`src/rtl/raster_mem_arbiter.sv`:
```
// N-channel Avalon-MM round-robin arbiter with an in-order tag FIFO that routes read data back to the issuing channel.
// Optional per-channel grant and stall counters are built when RASTER_ARB_PERF_EN is defined.
module raster_mem_arbiter #(
   parameter int unsigned NUM_CH      = 3,
   parameter int unsigned ADDR_W      = 26,
   parameter int unsigned DATA_W      = 32,
   parameter int unsigned MAX_PENDING = 8
) (
   input  logic                         clock,
   input  logic                         reset,
   input  logic [NUM_CH*ADDR_W-1:0]     ch_address,
   input  logic [NUM_CH-1:0]            ch_read,
   input  logic [NUM_CH-1:0]            ch_write,
   input  logic [NUM_CH*(DATA_W/8)-1:0] ch_byteenable,
   input  logic [NUM_CH*DATA_W-1:0]     ch_writedata,
   output logic [NUM_CH-1:0]            ch_waitrequest,
   output logic [DATA_W-1:0]            ch_readdata,
   output logic [NUM_CH-1:0]            ch_readdatavalid,
   output logic [ADDR_W-1:0]            m_address,
   output logic                         m_read,
   output logic                         m_write,
   output logic [DATA_W/8-1:0]          m_byteenable,
   output logic [DATA_W-1:0]            m_writedata,
   input  logic                         m_waitrequest,
   input  logic [DATA_W-1:0]            m_readdata,
   input  logic                         m_readdatavalid,
   output logic                         err_orphan
`ifdef RASTER_ARB_PERF_EN
   ,
   output logic [NUM_CH*32-1:0]         perf_grants,
   output logic [31:0]                  perf_stall
`endif
);

   localparam int unsigned BE_W  = DATA_W / 8;
   localparam int unsigned CH_W  = $clog2(NUM_CH);
   localparam int unsigned PTR_W = $clog2(MAX_PENDING);

   logic [CH_W-1:0]   r_rr_ptr;
   logic              r_lock;
   logic [CH_W-1:0]   r_lock_ch;
   logic [CH_W-1:0]   r_tag_mem [MAX_PENDING];
   logic [PTR_W-1:0]  r_wr_ptr;
   logic [PTR_W-1:0]  r_rd_ptr;
   logic [PTR_W:0]    r_count;
   logic              r_err;

   logic              w_full;
   logic [NUM_CH-1:0] w_elig;
   logic [CH_W-1:0]   w_gnt;
   logic              w_gnt_vld;
   logic              w_req_rd;
   logic              w_req_wr;
   logic              w_present;
   logic              w_accept;
   logic              w_push;
   logic              w_pop;
   logic [CH_W-1:0]   w_head;

   assign w_full = (r_count == (PTR_W+1)'(MAX_PENDING));
   assign w_elig = ch_write | (ch_read & {NUM_CH{~w_full}});

   // Round-robin search from r_rr_ptr; a stalled grant stays locked until accepted.
   always_comb begin : grant_sel
      int v_idx;
      w_gnt     = r_rr_ptr;
      w_gnt_vld = 1'b0;
      v_idx     = 0;
      if (r_lock) begin
         w_gnt     = r_lock_ch;
         w_gnt_vld = 1'b1;
      end else begin
         for (int k = int'(NUM_CH) - 1; k >= 0; k--) begin
            v_idx = int'(r_rr_ptr) + k;
            if (v_idx >= int'(NUM_CH)) v_idx = v_idx - int'(NUM_CH);
            if (w_elig[CH_W'(v_idx)]) begin
               w_gnt     = CH_W'(v_idx);
               w_gnt_vld = 1'b1;
            end
         end
      end
   end

   always_comb begin : down_mux
      m_address    = '0;
      m_byteenable = '0;
      m_writedata  = '0;
      w_req_rd     = 1'b0;
      w_req_wr     = 1'b0;
      for (int i = 0; i < int'(NUM_CH); i++) begin
         if (w_gnt == CH_W'(i)) begin
            m_address    = ch_address[i*ADDR_W +: ADDR_W];
            m_byteenable = ch_byteenable[i*BE_W +: BE_W];
            m_writedata  = ch_writedata[i*DATA_W +: DATA_W];
            w_req_rd     = ch_read[i];
            w_req_wr     = ch_write[i];
         end
      end
   end

   // Reset gates the combinational request path so outputs idle immediately.
   assign w_present = ~reset & w_gnt_vld & (w_req_rd | w_req_wr);
   assign m_write   = w_present & w_req_wr;
   assign m_read    = w_present & w_req_rd & ~w_req_wr;
   assign w_accept  = w_present & ~m_waitrequest;
   assign w_push    = w_accept & m_read;
   assign w_pop     = ~reset & m_readdatavalid & (r_count != '0);
   assign w_head    = r_tag_mem[r_rd_ptr];

   always_comb begin : up_strobes
      for (int i = 0; i < int'(NUM_CH); i++) begin
         ch_waitrequest[i]   = ~(w_accept & (w_gnt == CH_W'(i)));
         ch_readdatavalid[i] = w_pop & (w_head == CH_W'(i));
      end
   end

   assign ch_readdata = m_readdata;
   assign err_orphan  = r_err;

   always_ff @(posedge clock or posedge reset) begin
      if (reset) begin
         r_rr_ptr  <= '0;
         r_lock    <= 1'b0;
         r_lock_ch <= '0;
         r_wr_ptr  <= '0;
         r_rd_ptr  <= '0;
         r_count   <= '0;
         r_err     <= 1'b0;
      end else begin
         if (w_accept) begin
            r_lock   <= 1'b0;
            r_rr_ptr <= (w_gnt == CH_W'(NUM_CH - 1)) ? '0 : w_gnt + CH_W'(1);
         end else if (w_present) begin
            r_lock    <= 1'b1;
            r_lock_ch <= w_gnt;
         end
         if (w_push) r_wr_ptr <= r_wr_ptr + PTR_W'(1);
         if (w_pop)  r_rd_ptr <= r_rd_ptr + PTR_W'(1);
         r_count <= r_count + (PTR_W+1)'(w_push) - (PTR_W+1)'(w_pop);
         if (m_readdatavalid && (r_count == '0)) r_err <= 1'b1;
      end
   end

   always_ff @(posedge clock) begin
      if (w_push) r_tag_mem[r_wr_ptr] <= w_gnt;
   end

`ifdef RASTER_ARB_PERF_EN
   logic [31:0] r_perf_grants [NUM_CH];
   logic [31:0] r_perf_stall;

   // Saturating accept and stall counters.
   always_ff @(posedge clock or posedge reset) begin
      if (reset) begin
         for (int i = 0; i < int'(NUM_CH); i++) r_perf_grants[i] <= '0;
         r_perf_stall <= '0;
      end else begin
         for (int i = 0; i < int'(NUM_CH); i++) begin
            if (w_accept && (w_gnt == CH_W'(i)) && (r_perf_grants[i] != '1))
               r_perf_grants[i] <= r_perf_grants[i] + 32'd1;
         end
         if (w_present && m_waitrequest && (r_perf_stall != '1))
            r_perf_stall <= r_perf_stall + 32'd1;
      end
   end

   always_comb begin : perf_pack
      for (int i = 0; i < int'(NUM_CH); i++) perf_grants[i*32 +: 32] = r_perf_grants[i];
   end
   assign perf_stall = r_perf_stall;
`endif

endmodule

```
`config.mk`:
```
export PLATFORM = sky130hd
export DESIGN_NAME = raster_mem_arbiter
export DESIGN_NICKNAME = d
export VERILOG_FILES = /design/src/rtl/raster_mem_arbiter.sv
export SDC_FILE = /design/constraint.sdc
export NUM_CORES = 1
export LEC_CHECK = 0
export ABC_CLOCK_PERIOD_IN_PS = 4510
export BUFFER_PORTS_ARGS = -buffer_cell sky130_fd_sc_hd__buf_2
export CORE_AREA = 2 2 127 129
export DETAILED_ROUTE_END_ITERATION = 6
export DIE_AREA = 0 0 129 131
export SLEW_MARGIN = 20
export SYNTH_ARGS = -nofsm -noshare
export SYNTH_HDL_FRONTEND = slang
export SYNTH_SLANG_ARGS = --single-unit
```
`constraint.sdc`:
```
create_clock -name clock -period 4.51 [get_ports clock]
set_input_delay 0.2255 -clock clock [delete_from_list [all_inputs] [get_ports clock]]
set_output_delay 0.2255 -clock clock [all_outputs]
set_load 0.01 [all_outputs]
```
==> results.toml <==
[status]
status = "completed"

[timing]
fin_skew_ps = 6.202
hold_viol_final = 0
fmax_mhz = 235.5
worstMarginPinSlew_ps = 603.1
post-route-period-util_pct = 94.14
period_minus_slack_ps = 4246
slew_headroom_pct = 58.75
setup_viol = 0
tns_ps = 0
rsz0062_at_grt = "no"
timing.final.max_slew_violations = 0

[grt]
grt_overflow_total = 0
grt.met1_usage_pct = 23.83
grt_pass1_vias = 3558
grtUsageMet3_pct = 3.909
grt_start_max_net_pins = 60
grtUsageTotal_pct = 19.43
grtUsageMet2_pct = 35.82
antenna_found_initial = 3
grt_pass1_wl_microns = 23580
top_usage_layer = "met2"

[finish]
final_cells = 870
fin_nets = 891
area_delta_synth_final_pct = 39.16
fill_cells = 1682
most-common-layout-cells = "buf_2 (266), nand2_1 (69), mux2i_1 (67)"
mostFrequentLayoutCell = "buf_2"
drive_above_1_share_pct = 48.70

[die]
die_h_microns = 131
rows = 46
core_area_sq_um = 15600
dieWidth_microns = 129
io_pins = 331
dieArea_sq_um = 16900
initial_utilization_pct = 23.68

[job]
maxCapViolCount = 0

[yosys]
yosys.area.top_type = "mux2i_1"
ys_ff_latch = 32
synth_edf_count = 16
async_reset_ff_share_pct = 50.00
synthDistinctLibCells = 61
syn_avg_cell_area_sq_um = 8.570
synth_warnings = 0
synth_fp_nets = 670
synth_ff_type = "edfxtp_1"
ys_seq_area_share_pct = 23.85
syn_area_sq_um = 3694
syn-instance-count = 431
synthTopCellsByArea = "mux2i_1 (18%), edfxtp_1 (13%), dfrtp_1 (11%), o21ai_0 (8.9%), buf_4 (7.9%)"
synth_top_area_share_pct = 18.16

[hold_path]
min-delay-path-class = "input port to async pin"

[setup_path]
r2r_setup_slack_ps = 310
crit_fanout = 24
worstSetupEndpointType = "primary output"
crit_arrival_ps = 4020
cp-start-kind = "register"
worstPathRequired_ps = 4280
critical_path_class = "register to primary output"

[cts]
post-cts-setup-buffers = 0
cts_tree = "done"
hold_buffers = 0
clk_latency_ps = 270
cts-root-buf = "clkbuf_16"
clock_sinks = 32
path_clk_slew_ps = 50
cts.htree.levels = 2
cts_max_path_buffers = 2
cts-buffers-inserted = 5

[power_and_ir_drop]
switchingPower_mw = 2.346
seq_power_share_pct = 12.5
power_density_nw_per_um2 = 836.9
clockPowerShare_pct = 7.1
ir_drop_mv = 0.3368
combPwrFrac_pct = 80.4
switching_share_pct = 54.55
p_leak_nw = 2.406
intPower_mw = 1.955

[place]
dp.cells = 861
gp_congestion = 0.9270
dp_hpwl_microns = 15420
io_buffers = 266

[routing]
firstDrtPassIters = 4
vias = 4050
drt-initial-drc-count = 291
ant_nets = 0
drc = 0
viasPerCell = 4.655
wirelength_microns = 17620
routedWlPerCell_microns = 20.25
## metal layers
metal | vias to the layer above | wire length (microns)
li1 | 1966 | -
met1 | 1863 | 6842
met2 | 204 | 9441
met3 | 17 | 1108
met4 | 0 | 226
met5 | - | 0
## flip-flops by register name, indices dropped and copies added, names as in the netlist
| signal | cells |
|---|---|
| err_orphan | 1 |
| r_count | 4 |
| r_lock | 1 |
| r_lock_ch | 2 |
| r_rd_ptr | 3 |
| r_rr_ptr | 2 |
| r_tag_mem | 16 |
| r_wr_ptr | 3 |
## critical path, cell delays in order, from the launching register on
cell	delay, ps
dfrtp_1	400
inv_1	150
ha_2	360
mux2_2	390
a311oi_4	330
o31ai_2	170
a211oi_1	280
or2_2	240
clkinv_2	280
buf_12	280
buf_4	200
mux2i_1	120
o21ai_0	310
buf_2	210
## cell type report
cell class / count / area, sq um / share of cell area, %
clock buffer: 5 / 125.1 / 2.434
timing repair buffer: 277 / 1439 / 27.99
antenna: 1 / 2.502 / 0.04869
multi-input combinational: 319 / 2341 / 45.55
tap: 216 / 270.3 / 5.258
inverter: 17 / 67.56 / 1.315
clock inverter: 3 / 13.76 / 0.2678
sequential: 32 / 880.8 / 17.14
## cell families (layout without fill, tap and decap cells)
logic type,Yosys count,after routing,share of synthesized area [%]
AO/OA/AOI/OAI,110,110,19.07
XOR/XNOR,6,6,1.423
adder cells (fa/ha/maj),11,11,3.930
buffers and inverters,80,302,12.91
flip-flops,32,32,23.85
multiplexers,77,77,22.73
other,0,1,0
AND/OR/NAND/NOR,115,115,16.09
## power by group through the flow
stage          logic (mW)  clock network (mW)  registers (mW)
2_1_floorplan        2.15                   0           0.493
3_3_place_gp         3.49                   0           0.539
3_5_place_dp         3.51                   0           0.541
4_1_cts              3.52               0.314           0.537
5_1_grt              3.75               0.330           0.551
6_report             3.46               0.307           0.537
## cell usage after synthesis (4+ instances only)
library cell and n:
nand2_1 69, mux2i_1 67, o21ai_0 66, buf_4 39
dfrtp_1 16, edfxtp_1 16, inv_1 16, clkbuf_1 12
a21oi_1 10, ha_1 10, buf_2 9, nor2_1 9
mux2_2 5, nand2b_1 5, mux4_2 4, nor4_1 4
nor4b_2 4, xor2_1 4
## worst paths after layout
check,from,endpoint,cells past startpoint
max,r_rr_ptr[1]$_DFFE_PP0N_,m_writedata[16],13
max in group asynchronous,reset,r_wr_ptr[2]$_DFFE_PP0P_,3
max reg2reg,r_rr_ptr[1]$_DFFE_PP0N_,r_count[2]$_DFF_PP0_,15
min in group clock,m_readdatavalid,err_orphan$_DFFE_PP0P_,2
min reg2reg,err_orphan$_DFFE_PP0P_,err_orphan$_DFFE_PP0P_,1
min,reset,r_count[3]$_DFF_PP0_,3
## metrics by stage
stage	instance area [sq um]	worst slack, ps	hold slack [ps]	utilization (%)	power [mW]
final	5140	264.2	64.48	32.95	4.302
after global routing	5137	35.21	72.03	32.94	4.627
after CTS	5135	163.2	57.45	32.92	4.374
after detailed placement	4996	214.8	344.7	32.03	4.054
after global placement	4996	329.7	341.8	32.03	4.032
after floorplan	3694	671.7	147.4	-	2.644
## what timing repair did
action	in CTS	in global routing
hold endpoints to repair	0	0
resized for setup	0	1
endpoints found under the setup margin	0	2
(Power assumes the default switching activity.)
